===== src/rtl/mul_int.sv =====
// rtl/mul_int.sv - iterative unsigned shift-add multiplier with start/busy/valid handshake
module mul_int #(
  parameter int WIDTH = 4
) (
  input  logic                 clk,
  input  logic                 rst_n,
  input  logic                 start,
  input  logic [WIDTH-1:0]     x,
  input  logic [WIDTH-1:0]     y,
  output logic                 busy,
  output logic                 valid,
  output logic                 ovf,
  output logic [2*WIDTH-1:0]   p
);

  localparam int IW = $clog2(WIDTH);
  localparam logic [IW-1:0] LAST = IW'(WIDTH - 1);

  localparam logic [0:0] S_IDLE = 1'b0;
  localparam logic [0:0] S_RUN  = 1'b1;

  logic [0:0]         state_q, state_d;
  logic [WIDTH-1:0]   a_q, a_d;
  logic [2*WIDTH:0]   acc_q, acc_d;
  logic [IW-1:0]      i_q, i_d;
  logic [2*WIDTH-1:0] p_q, p_d;
  logic               ovf_q, ovf_d;
  logic               valid_q, valid_d;

  logic [WIDTH:0]     sum;
  logic [WIDTH:0]     upper;
  logic [2*WIDTH-1:0] shifted;

  // Upper half plus carry takes the partial product; shifting right drops the consumed multiplier bit.
  assign sum     = {1'b0, acc_q[2*WIDTH-1:WIDTH]} + {1'b0, a_q};
  assign upper   = acc_q[0] ? sum : acc_q[2*WIDTH:WIDTH];
  assign shifted = {upper, acc_q[WIDTH-1:1]};

  always_comb begin
    state_d = state_q;
    a_d     = a_q;
    acc_d   = acc_q;
    i_d     = i_q;
    p_d     = p_q;
    ovf_d   = ovf_q;
    valid_d = valid_q;
    // start wins over any iteration, including the final one.
    if (start) begin
      a_d     = x;
      acc_d   = {{(WIDTH+1){1'b0}}, y};
      i_d     = '0;
      state_d = S_RUN;
      valid_d = 1'b0;
    end else if (state_q == S_RUN) begin
      if (i_q == LAST) begin
        p_d     = shifted;
        ovf_d   = |shifted[2*WIDTH-1:WIDTH];
        valid_d = 1'b1;
        state_d = S_IDLE;
      end else begin
        acc_d   = {1'b0, shifted};
        i_d     = i_q + IW'(1);
      end
    end
  end

  always_ff @(posedge clk or negedge rst_n) begin
    if (!rst_n) begin
      state_q <= S_IDLE;
      a_q     <= '0;
      acc_q   <= '0;
      i_q     <= '0;
      p_q     <= '0;
      ovf_q   <= 1'b0;
      valid_q <= 1'b0;
    end else begin
      state_q <= state_d;
      a_q     <= a_d;
      acc_q   <= acc_d;
      i_q     <= i_d;
      p_q     <= p_d;
      ovf_q   <= ovf_d;
      valid_q <= valid_d;
    end
  end

  assign busy  = (state_q == S_RUN);
  assign valid = valid_q;
  assign ovf   = ovf_q;
  assign p     = p_q;

endmodule

===== config.mk =====
export PLATFORM = sky130hd
export DESIGN_NAME = mul_int
export DESIGN_NICKNAME = d
export VERILOG_FILES = /design/src/rtl/mul_int.sv
export SDC_FILE = /design/constraint.sdc
export NUM_CORES = 1
export LEC_CHECK = 0
export BUFFER_PORTS_ARGS = -buffer_cell sky130_fd_sc_hd__buf_2
export CAP_MARGIN = 5
export CORE_ASPECT_RATIO = 0.9
export CORE_MARGIN = 2
export CORE_UTILIZATION = 53
export DETAILED_ROUTE_END_ITERATION = 7
export GPL_TIMING_DRIVEN = 0
export PLACE_DENSITY = 0.76
export SYNTH_ARGS = -nofsm -noshare
export SYNTH_HDL_FRONTEND = slang
export SYNTH_SLANG_ARGS = --single-unit

===== constraint.sdc =====
create_clock -name clk -period 2.1 [get_ports clk]
set_clock_uncertainty 0.15 [all_clocks]
set_input_delay 0.21 -clock clk [delete_from_list [all_inputs] [get_ports clk]]
set_output_delay 0.21 -clock clk [all_outputs]
set_load 0.05 [all_outputs]

==> summary.md <==
| Metric | Value |
|---|---|
| Clk root buf | clkbuf_4 |
| Layout cell share with drive strength beyond 1 | 0.274 |
| Comb pwr share | 0.498 |
| Vias in the first global route | slightly below 900 |
| GPL Wtd Cong | 0.819 |
| Vias per std cell | 5.34 |
| Critical-path maximum fanout | 3 |
| Ys Warns | 0 |
| Worst slew margin | 0.629 |
| Hpwl dp | 1.68 mm |
| Cell area after synthesis | around 0.0012 mm² |
| Overflow after GRT | 0 |
| Slew @ Worst Pin | 0.557 ns |
| Total core area | ~0.0022 mm² |
| Seq pwr share | 0.386 |
| Mapped Nets | around 130 |
| Switching pwr | 865 µW |
| Initial antenna violation count | 0 |
| Switch share | 0.458 |
| Area leader, netlist | dfrtp_1 |
| Largest cells by area after synthesis | dfrtp_1 (52%), nand2_1 (6.8%), mux2i_1 (5.8%) |
| IO Count | 22 |
| Seq cells post-synth | 25 |
| Iter 0 DRT Violations | 8 |
| Via count | around 920 |
| TritonCTS clock tree | done |
| Ys async rst share | 1.00 |
| WL/cell | 14.1 µm |
| Synth unique cells | 29 |
| Residual DRC | 0 |
| Tmin final | 1.98 ns |
| Power per standard cell area | 1290 mW/mm² |
| Die Ht | 49.3 µm |
| H-Tree Depth | 1 |
| Internal power | 1.02 mW |
| WL final | 2.44 mm |
| Status | completed |
| P&R area growth vs syn | 21.4% |
| Fin. max-slew vios | 0 |
| Clk buf depth | 2 |
| Critical setup path kind | register to register |
| Post-Synthesis Cells | ~110 |
| Average cell area after synthesis | 10.8 µm² |
| Fin. Hold Viols | 0 |
| Die Width | 54.3 µm |
| Footprint of the multi-input gates | 539 µm² |
| Seq/Total Area, Yosys | 0.518 |
| Pin count of the biggest net entering global routing | 26 |
| Final ANT Viol Nets | 0 |
| Clock Latency Late Sink | 0.32 ns |
| Count leader, synth | dfrtp_1 |
| Hold Path Class | primary input to register |
| Pre-antenna DRT Iters | 4 |
| Fmax | 504 MHz |
| Yosys top cell area share | 0.518 |
| Setup total negative slack | 0 ns |
| VDD IR-drop max | about 860 µV |
| Buf/Inv on CP | 0 |
| Critical Path Source Type | register |
| Input/output buffers | 21 |
| Register area | 626 µm² |
| Crit-path slowest cell | dfrtp_1 |
| Number of synthesized flops with an enable pin | 0 |
| # rows | 16 |
| Final setup violation count | 0 |
| Top FF cell, synth | dfrtp_1 |
| Clock power frac | 0.115 |
| CP peak stage delay | 0.43 ns |
| Total CTS buffers | 3 |
| CTS Sinks | 25 |
| LEAKAGE | 0.737 nW |
| RSZ-0062 raised after global routing | no |
| CP required | 2.16 ns |
| CP delay by family, top | adder cells |
| Clock slew at reported path FFs | 0.15 ns |
| Effective utilization at floorplan | 0.559 |
| First-pass GRT wire length | 4.04 mm |
| Die Area | 0.00268 mm² |
| Number of max-cap violations | 0 |
| Fill cell count | 168 |
| Crit path cell chain | ha_1 > fa_2 > a211o_2 > nand2_1 > and4b_1 > a21oi_2 |
| Top cells by count, synth | dfrtp_1 (25), nand2_1 (22), nor2_1 (10) |
| Diode count | 0 |
| Gr usage total | 0.209 |
| Worst Path Arrival | 2.05 ns |
| Number of nets in the layout | 164 |
| Tcrit/Tclk final | 0.945 |
| WHS | between 0.06 and 0.07 ns |
| CP Capture Type | register |
-- worst reg2reg max path: stages, from the launching register on --
cell	delay, ns
dfrtp_1	0.43
ha_1	0.22
fa_2	0.37
a211o_2	0.36
nand2_1	0.08
and4b_1	0.20
a21oi_2	0.06
-- path summary, 6_finish.rpt --
| path | depth (start not counted) | startpoint | slack, ns | to |
|---|---|---|---|---|
| max reg2reg | 6 | acc_q[4] | 0.12 | ovf |
| min reg2reg | 2 | p[1] | 0.34 | p[1] |
| min | 3 | start | 0.07 | p[3] |
| max in group asynchronous | 2 | rst_n | 1.19 | acc_q[0] |
| max | 6 | acc_q[4] | 0.12 | ovf |
| min in group asynchronous | 2 | rst_n | 0.24 | p[7] |
-- flip-flops by register name (all words and copies together) (netlist names) --
name / flops
a_q: 4
acc_q: 8
busy: 1
i_q: 2
ovf: 1
p: 8
valid: 1
-- cell usage in the layout (no fill, tap or decap), drive strengths merged, types with 2 or more instances in the layout --
cell,Yosys,layout
and4b,2,2
o21ai,9,9
mux2i,7,7
buf,4,25
dlygate4sd3,0,9
nor2,10,10
a21oi,4,4
nor3,2,2
ha,5,5
clkbuf,2,5
a211oi,2,2
dfrtp,25,25
nand2,22,22
or2,2,2
xnor2,2,2
inv,2,2
mux2,5,5
-- stage by stage --
| stage | utilization | std cells | setup WS [ns] | instance area (µm²) | power [mW] |
|---|---|---|---|---|---|
| floorplan | - | 112 | 0.206 | 1210 | 1.45 |
| global placement | 0.623 | 160 | 0.118 | 1350 | 1.63 |
| detailed placement | 0.623 | 160 | 0.0778 | 1350 | 1.66 |
| CTS | 0.678 | 173 | 0.0496 | 1470 | 1.89 |
| global route | 0.679 | 173 | 0.0618 | 1470 | 2.02 |
| finish | 0.679 | 173 | 0.116 | 1470 | 1.89 |
-- cell type report --
class | instances | share of cell area
clock buffer | 3 | 0.0153
clock inverter | 1 | 0.00341
timing repair buffer | 30 | 0.133
multi-input combinational | 79 | 0.367
sequential | 25 | 0.426
buffer | 6 | 0.0264
tap | 27 | 0.0230
inverter | 2 | 0.00512
-- cells by family (layout without fill, tap and decap cells) --
logic type | count (synthesis) | count (layout) | share of synthesized area
adders and majority gates | 6 | 6 | 0.0683
AOI/OAI and AO/OA | 19 | 19 | 0.104
DFF | 25 | 25 | 0.518
buffers and inverters | 8 | 42 | 0.0383
xor gates and xnor gates | 2 | 2 | 0.0145
muxes | 12 | 12 | 0.105
and+or+nand+nor | 40 | 40 | 0.153
-- power by group through the flow --
stage | clock (mW) | combinational [mW] | sequential [mW]
floorplan | 0 | 0.436 | 1.02
global placement | 0 | 0.902 | 0.727
detailed placement | 0 | 0.923 | 0.741
CTS | 0.221 | 0.938 | 0.730
global route | 0.242 | 1.02 | 0.753
finish | 0.218 | 0.941 | 0.730
-- timing repair --
item	CTS	global route
gates resized for setup	0	1
setup buffers	0	0
endpoints found under the hold margin	33	0
setup endpoints to repair	0	1
hold buffers	9	0
-- routing by layer --
| layer | vias to the layer above | part of all wire | track usage |
|---|---|---|---|
| met5 | - | 0 | 0 |
| met4 | 0 | 0.025 | 0.0958 |
| met3 | 6 | 0.042 | 0.0368 |
| met2 | 28 | 0.49 | 0.327 |
| met1 | 440 | 0.45 | 0.277 |
| li1 | 449 | - | - |
(Power assumes the default switching activity.)
